**src/rtl/apb_regs_bridge.sv**
```systemverilog
// ---------------------------------------------------------------------------
// apb_regs_bridge
//
// APB4 slave front end for small peripheral register banks. Each APB transfer
// is registered at its setup phase, checked for range and alignment, and
// turned into a single-cycle read or write strobe on the internal register
// bus. The register side finishes the access with reg_ready (and may flag
// reg_err). The APB response (pready/pslverr/prdata) is driven from flops.
//
// Handshake semantics (one place, applies to the whole block):
//   APB side : a setup phase (psel=1, penable=0) is only accepted in IDLE.
//              The transfer completes in the single cycle pready=1; pslverr
//              and prdata are meaningful only in that cycle. psel=0 in any
//              later phase abandons the transfer and no response is issued.
//   Reg side : reg_wr_en/reg_rd_en pulse for exactly one cycle per accepted
//              transfer. The request stays outstanding (reg_addr, reg_wdata,
//              reg_wstrb stable) until reg_ready=1 is seen in the strobe
//              cycle or a later WAIT cycle; reg_rdata/reg_err are sampled
//              only together with that reg_ready.
//
// Parameters:
//   ADDR_WD     address width in bits
//   DATA_WD     data width (8, 16 or 32); strobe width is DATA_WD/8
//   REG_SPAN    implemented bytes; paddr >= REG_SPAN gives pslverr
//   TIMEOUT_CYC WAIT-state limit, used only with APB_REGS_TIMEOUT_EN
//
// Optional build macro:
//   APB_REGS_TIMEOUT_EN  when defined, a WAIT that lasts TIMEOUT_CYC cycles
//                        without reg_ready ends with pslverr=1.
//
// Ports:
//   pclk, preset                 clock, synchronous active-high reset
//   psel, penable, pwrite,       APB request
//   paddr, pwdata, pstrb
//   prdata, pready, pslverr      APB response (registered)
//   reg_addr, reg_wdata,         internal bus request, latched at setup
//   reg_wstrb                    (reg_wstrb is 0 for reads)
//   reg_wr_en, reg_rd_en         one-cycle access strobes
//   reg_rdata, reg_ready,        internal bus completion
//   reg_err
//   dbg_state_o                  current FSM state, for observation only
// ---------------------------------------------------------------------------
module apb_regs_bridge #(
  parameter int ADDR_WD     = 12,
  parameter int DATA_WD     = 32,
  parameter int REG_SPAN    = 256,
  parameter int TIMEOUT_CYC = 16
) (
  input  logic                   pclk,
  input  logic                   preset,
  input  logic                   psel,
  input  logic                   penable,
  input  logic                   pwrite,
  input  logic [ADDR_WD-1:0]     paddr,
  input  logic [DATA_WD-1:0]     pwdata,
  input  logic [DATA_WD/8-1:0]   pstrb,
  output logic [DATA_WD-1:0]     prdata,
  output logic                   pready,
  output logic                   pslverr,
  output logic [ADDR_WD-1:0]     reg_addr,
  output logic                   reg_wr_en,
  output logic                   reg_rd_en,
  output logic [DATA_WD-1:0]     reg_wdata,
  output logic [DATA_WD/8-1:0]   reg_wstrb,
  input  logic [DATA_WD-1:0]     reg_rdata,
  input  logic                   reg_ready,
  input  logic                   reg_err,
  output logic [1:0]             dbg_state_o
);

  localparam int STRB_WD = DATA_WD / 8;

  // One extra bit so a REG_SPAN equal to 2**ADDR_WD still compares correctly.
  localparam logic [ADDR_WD:0]   SPAN       = (ADDR_WD+1)'(REG_SPAN);
  // Low address bits that must be zero for a word-aligned access; all-zero
  // mask when DATA_WD is 8, so every byte address is aligned.
  localparam logic [ADDR_WD-1:0] ALIGN_MASK = ADDR_WD'(STRB_WD - 1);

  if (!(DATA_WD == 8 || DATA_WD == 16 || DATA_WD == 32) || TIMEOUT_CYC < 1)
  begin : g_cfg_check
    $error("apb_regs_bridge: unsupported DATA_WD or TIMEOUT_CYC");
  end

  typedef enum logic [1:0] {
    S_IDLE = 2'd0,
    S_REQ  = 2'd1,
    S_WAIT = 2'd2,
    S_RESP = 2'd3
  } state_t;

  state_t               state_q, state_d;
  logic                 write_q, write_d;
  logic [ADDR_WD-1:0]   addr_q, addr_d;
  logic [DATA_WD-1:0]   wdata_q, wdata_d;
  logic [STRB_WD-1:0]   wstrb_q, wstrb_d;
  logic                 wr_en_q, wr_en_d;
  logic                 rd_en_q, rd_en_d;
  logic                 pready_q, pready_d;
  logic                 pslverr_q, pslverr_d;
  logic [DATA_WD-1:0]   prdata_q, prdata_d;

`ifdef APB_REGS_TIMEOUT_EN
  localparam int                CNT_WD   = $clog2(TIMEOUT_CYC + 1);
  localparam logic [CNT_WD-1:0] CNT_LAST = CNT_WD'(TIMEOUT_CYC - 1);
  logic [CNT_WD-1:0]            cnt_q, cnt_d;
`endif

  logic                 setup_bad;
  logic [DATA_WD-1:0]   done_rdata;

  assign setup_bad  = ({1'b0, paddr} >= SPAN) || ((paddr & ALIGN_MASK) != '0);
  // Read data is only returned for a read the register side accepted cleanly.
  assign done_rdata = (write_q || reg_err) ? '0 : reg_rdata;

  always_comb begin
    state_d   = state_q;
    write_d   = write_q;
    addr_d    = addr_q;
    wdata_d   = wdata_q;
    wstrb_d   = wstrb_q;
    wr_en_d   = 1'b0;
    rd_en_d   = 1'b0;
    pready_d  = 1'b0;
    pslverr_d = 1'b0;
    prdata_d  = '0;
`ifdef APB_REGS_TIMEOUT_EN
    cnt_d     = cnt_q;
`endif

    case (state_q)
      S_IDLE: begin
        if (psel && !penable) begin
          write_d = pwrite;
          addr_d  = paddr;
          wdata_d = pwdata;
          wstrb_d = pwrite ? pstrb : '0;
          if (setup_bad) begin
            // Rejected without touching the register bus.
            state_d   = S_RESP;
            pready_d  = 1'b1;
            pslverr_d = 1'b1;
          end else begin
            state_d = S_REQ;
            wr_en_d = pwrite;
            rd_en_d = !pwrite;
          end
        end
      end

      S_REQ: begin
        if (!psel) begin
          state_d = S_IDLE;
        end else if (reg_ready) begin
          state_d   = S_RESP;
          pready_d  = 1'b1;
          pslverr_d = reg_err;
          prdata_d  = done_rdata;
        end else begin
          state_d = S_WAIT;
`ifdef APB_REGS_TIMEOUT_EN
          cnt_d   = '0;
`endif
        end
      end

      S_WAIT: begin
        if (!psel) begin
          state_d = S_IDLE;
        end else if (reg_ready) begin
          // A completion in the final timeout cycle still wins.
          state_d   = S_RESP;
          pready_d  = 1'b1;
          pslverr_d = reg_err;
          prdata_d  = done_rdata;
`ifdef APB_REGS_TIMEOUT_EN
        end else if (cnt_q == CNT_LAST) begin
          state_d   = S_RESP;
          pready_d  = 1'b1;
          pslverr_d = 1'b1;
        end else begin
          cnt_d = cnt_q + 1'b1;
`endif
        end
      end

      S_RESP: begin
        state_d = S_IDLE;
      end

      default: begin
        state_d = S_IDLE;
      end
    endcase
  end

  always_ff @(posedge pclk) begin
    if (preset) begin
      state_q   <= S_IDLE;
      write_q   <= 1'b0;
      addr_q    <= '0;
      wdata_q   <= '0;
      wstrb_q   <= '0;
      wr_en_q   <= 1'b0;
      rd_en_q   <= 1'b0;
      pready_q  <= 1'b0;
      pslverr_q <= 1'b0;
      prdata_q  <= '0;
`ifdef APB_REGS_TIMEOUT_EN
      cnt_q     <= '0;
`endif
    end else begin
      state_q   <= state_d;
      write_q   <= write_d;
      addr_q    <= addr_d;
      wdata_q   <= wdata_d;
      wstrb_q   <= wstrb_d;
      wr_en_q   <= wr_en_d;
      rd_en_q   <= rd_en_d;
      pready_q  <= pready_d;
      pslverr_q <= pslverr_d;
      prdata_q  <= prdata_d;
`ifdef APB_REGS_TIMEOUT_EN
      cnt_q     <= cnt_d;
`endif
    end
  end

  assign prdata      = prdata_q;
  assign pready      = pready_q;
  assign pslverr     = pslverr_q;
  assign reg_addr    = addr_q;
  assign reg_wr_en   = wr_en_q;
  assign reg_rd_en   = rd_en_q;
  assign reg_wdata   = wdata_q;
  assign reg_wstrb   = wstrb_q;
  assign dbg_state_o = state_q;

endmodule

```
**config.mk**
```make
export PLATFORM = sky130hd
export DESIGN_NAME = apb_regs_bridge
export DESIGN_NICKNAME = d
export VERILOG_FILES = /design/src/rtl/apb_regs_bridge.sv
export SDC_FILE = /design/constraint.sdc
export NUM_CORES = 1
export LEC_CHECK = 0
export ABC_AREA = 1
export BUFFER_PORTS_ARGS = -buffer_cell sky130_fd_sc_hd__buf_4
export CORE_UTILIZATION = 30
export CTS_CLUSTER_DIAMETER = 30
export DETAILED_ROUTE_END_ITERATION = 8
export PLACE_DENSITY = 0.59
export SKIP_LAST_GASP = 1
export SLEW_MARGIN = 5
export SYNTH_ARGS = -nofsm -noshare
export SYNTH_HDL_FRONTEND = slang
export SYNTH_SLANG_ARGS = --single-unit
```
**constraint.sdc**
```tcl
create_clock -name pclk -period 1.7 [get_ports pclk]
set_input_delay 0.34 -clock pclk [delete_from_list [all_inputs] [get_ports pclk]]
set_output_delay 0.34 -clock pclk [all_outputs]
set_load 0.01 [all_outputs]
```
Word level (Yosys, flattened, before mapping):

Index checks and enable logic that the tools add are counted.

* flip-flop bits (word level): 87
* bits of input ports: 87
* output and inout port bits: 86

* order comparisons: 1
* eq/ne operators: 5
* muxes and demuxes: 16
* bitwise gates (word level): 5
* reduce and logical (&&, ||, !) cells: 12

Operators with widths (number)
* $ge 12x9->1 const B: 1
* $reduce_bool 12->1: 1
* $mux 2: 5
* $pmux 2 s4: 1
* $mux 1: 7
* $not 1->1: 5
* $reduce_or 5->1: 1
* $eq 2x2->1 const B: 2
* $mux 4: 1
* $pmux 1 s2: 2
* $reduce_and 2->1: 2
* $reduce_or 4->1: 1
* $ne 3x3->1 const B: 1
* $eq 2x1->1 const B: 1
* $logic_not 1->1: 2
* $logic_not 2->1: 1
* $logic_or 1x1->1: 2
* $ne 2x2->1 const B: 1
* $reduce_or 2->1: 1
* $logic_and 1x1->1: 1

Depth between registers and ports, before layout:

* depth after elaboration: 5
* mapped depth: 8
* gate-level depth less buffers: 8

Worst setup path before layout:

No wires, ideal clock.

* kind: register to register
* start point: register state_q[0] (netlist: dbg_state_o[0])
* end point: register prdata_q[0] (netlist: prdata[0])
* arrival: 1.273 ns
* path slack: 0.311 ns
* cell stages (with the launch flop): 7
* cells stage by stage: dfxtp_1 inv_1 ha_1 nand3_1 nand3b_4 buf_2 nor2_1

* longest elaborated chain between the ends: 4
* elaborated cells between the ends (all ways): 5

RTL lines
* start, declared: RTL line 91 `state_t state_q, state_d;`
* start signal, assigned: RTL line 212 `state_q <= state_d;`
* $eq 2x2->1 or $eq 2x1->1 (tied branches): RTL line 130 `case (state_q)`
* $reduce_or 2->1 (no source line) (*)
* $not 1->1 (no source line) (*)
* $reduce_or 5->1 (no source line) (*)
* end signal, assigned: RTL line 221 `prdata_q <= prdata_d;`
* end, declared: RTL line 100 `logic [DATA_WD-1:0] prdata_q, prdata_d;`

Mark *: on every way between the ends. The rest lies on a longest branch, timed or not.
A chain may end at the register's enable or synchronous reset.

Worst setup path in the final report:

* start point: register state_q[1] (netlist: dbg_state_o[1])
* end point: register prdata_q[17] (netlist: prdata[17])

Same word-level chain as after synthesis.

==> metrics.md <==
| Metric | Value |
|---|---|
| Highest clock rate | 0.638 GHz |
| Critical Path Sink Type | register |
| Worst-path maximum fanout | 32 |
| Wire length reported by the detailed router | 7970 um |
| Slew HR | 0.755 |
| Status | finished clean |
| DR iter-0 viols | 60 |
| Vias in the first global route | 2501 |
| Pin count of the biggest net entering global routing | 33 |
| Asr flop ratio synth | 0 |
| Final nets | 632 |
| Post-CTS sizing | 0 |
| Flop-to-flop setup slack | 130 ps |
| Drt drc | 0 |
| RePlAce Congestion | 0.860 |
| Cell breakdown of the critical path | inv_1, ha_1, nand3_1, nand3b_4, nor2_1 |
| Min-Delay Endpoint | reg_rd_en |
| Top_reg_cell synth | dfxtp_1 |
| Area Growth Syn to Fin | 53.4% |
| Power Dens Cells | 1090 mW/mm2 |
| CTS tree | done |
| Global-route wire length before repair | 11900 um |
| FP Rows | 36 |
| WL/cell | 11.8 um |
| RSZ-0062 raised after global routing | yes |
| Syn_area_per_cell | 8.17 um2 |
| Vias per inst | 4.19 |
| H-tree depth | 3 |
| GRT Overall Usage | 0.148 |
| Placeable Area | 0.00977 mm2 |
| Die width | 102 um |
| Worst Max-Slew Pin Slew | 367 ps |
| Share of layout cells above drive strength 1 | 0.363 |
| CTS root buf | clkbuf_8 |
| Reg2reg start | dbg_state_o[1] |
| Tcrit/Tclk final | 0.922 |
| Worst hold stages | 2 |
| Mapped Nets | 461 |
| FF+latch count, synth | 87 |
| Initial antenna violation count | 0 |
| Worst Path Arrival | 1840 ps |
| Antenna cells | 0 |
| Final Skew | 5.54 ps |
| Pre-CTS WS | 108 ps |
| Max stage delay on crit path | 390 ps |
| R2R depth | 5 |
| CTS buffer count | 9 |
| Final setup viols | 0 |
| Clk sinks | 87 |
| GR Overflow Total | 0 |
| Dpl hpwl | 5830 um |
| Commonest non-fill, non-tap cell in the layout | buf_4 |
| CP max stage cell | dfxtp_1 |
| Final hold viol count | 0 |
| Clk slew on worst S/H paths | 80 ps |
| Number of flops mapped to enable cells by yosys | 0 |
| Syn Inst Count | 369 |
| I/O Buffers | 172 |
| Final WS setup | 132 ps |
| Max_cap viols | 0 |
| Min-delay src | pwrite |
| Yosys Warn Count | 0 |
| Setup TNS | 0 ps |
| Initial Util | 0.308 |
| RR Endpoint | prdata[17] |
| Period minus WS final | 1570 ps |
| Clk Latency, worst-skew pair | 350 ps |
| Post-synthesis sequential area ratio | 0.578 |
| Via Count | 2834 |
| DIE AREA | 0.0104 mm2 |
| Max Transition Viols Final | 0 |
| Type of the worst setup path | reg -> reg |
| Peak VDD IR | 0.000382 V |
| Die extent in y | 102 um |
| First-pass detailed-route iteration total | 5 |
| Required time of the critical path | 1980 ps |
| Leak | 2.28 nW |
| Worst hold path type | in -> reg |
| Clock Path Buffers | 2 |
| Crit start category | register |
| DRT antenna net count | 0 |
| Netlist cell types | 18 |
| I/O pin total | 173 |
| Commonest cells after routing, fill and taps aside | 178 x buf_4, 110 x nand2_1, 87 x dfxtp_1, 51 x a21oi_1, 43 x inv_1 |
| Syn Std Cell Area | 0.00301 mm2 |
==> sequential cells by signal, indices dropped and copies added (netlist names) <==
register     count
prdata          32
reg_wdata       32
reg_addr        12
reg_wstrb        4
dbg_state_o      2
pready           1
pslverr          1
reg_rd_en        1
reg_wr_en        1
write_q          1
==> Yosys cell counts, types with 5 or more instances <==
cell      number  area [um2]
nand2_1      110         413
inv_1         43         161
ha_1           5        62.6
nor2_1        41         154
a21oi_1       51         255
clkbuf_1       6        22.5
dfxtp_1       87        1740
buf_6          5        56.3
nand3_1        6        30.0
buf_2          7        35.0
==> worst max path at each step <==
| stage | endpoint | cells after the start | start | slack, ps |
|---|---|---|---|---|
| global placement | prdata[29] | 5 | dbg_state_o[1] | 220 |
| detailed placement | prdata[17] | 5 | dbg_state_o[1] | 110 |
| CTS | prdata[17] | 5 | dbg_state_o[1] | 90 |
| global route | prdata[8] | 5 | dbg_state_o[1] | -20 |
| finish | prdata[17] | 5 | dbg_state_o[1] | 130 |
| floorplan | prdata[0] | 6 | dbg_state_o[0] | 310 |
==> timing repair <==
action,CTS,global route
setup endpoints to repair,0,4
buffers inserted,0,0
hold buffers,0,0
==> layer usage <==
| layer | track usage | up-vias | wire length, um |
|---|---|---|---|
| met5 | 0 | - | 0 |
| met4 | 0.0758 | 0 | 155 |
| met3 | 0.0308 | 12 | 462 |
| met2 | 0.255 | 98 | 3950 |
| met1 | 0.175 | 1267 | 3400 |
| li1 | - | 1457 | - |
==> power by group <==
part           internal, W  switching [W]  total (W)
logic             0.000566       0.000602    0.00117
registers          0.00222      0.0000904    0.00231
clock network     0.000816       0.000721    0.00154
==> per-stage QoR <==
step | util | total power, W | std cells | hold slack, ps | cell area [um2]
after floorplan | - | 0.00298 | 369 | 412 | 3010
after global routing | 0.473 | 0.00531 | 676 | 124 | 4620
after detailed placement | 0.452 | 0.00354 | 662 | 456 | 4410
after CTS | 0.473 | 0.00509 | 676 | 124 | 4620
after global placement | 0.452 | 0.00352 | 662 | 452 | 4410
final | 0.473 | 0.00502 | 676 | 143 | 4620
==> final cells by class <==
class | instances | area (um2)
tap | 133 | 166
timing repair buffer | 179 | 1360
inverter | 44 | 168
fill | 985 | 5150
multi-input combinational | 219 | 982
sequential | 87 | 1740
clock inverter | 5 | 83.8
clock buffer | 9 | 124
==> worst max-delay path: cells and delay by family (launching register included) <==
kind	cells	cell delay, ps
buffers and inverters	1	110
AND/OR/NAND/NOR	3	680
adder cells (fa/ha/maj)	1	300
flip-flops	1	390
==> kinds of logic after synthesis <==
logic type	count (synthesis)	share of synthesized area
flops	87	0.578
buf+inv	63	0.0959
fa+ha+maj	5	0.0208
compound gates	52	0.0864
simple gates	162	0.219
Power figures use the tool's default switching activity.
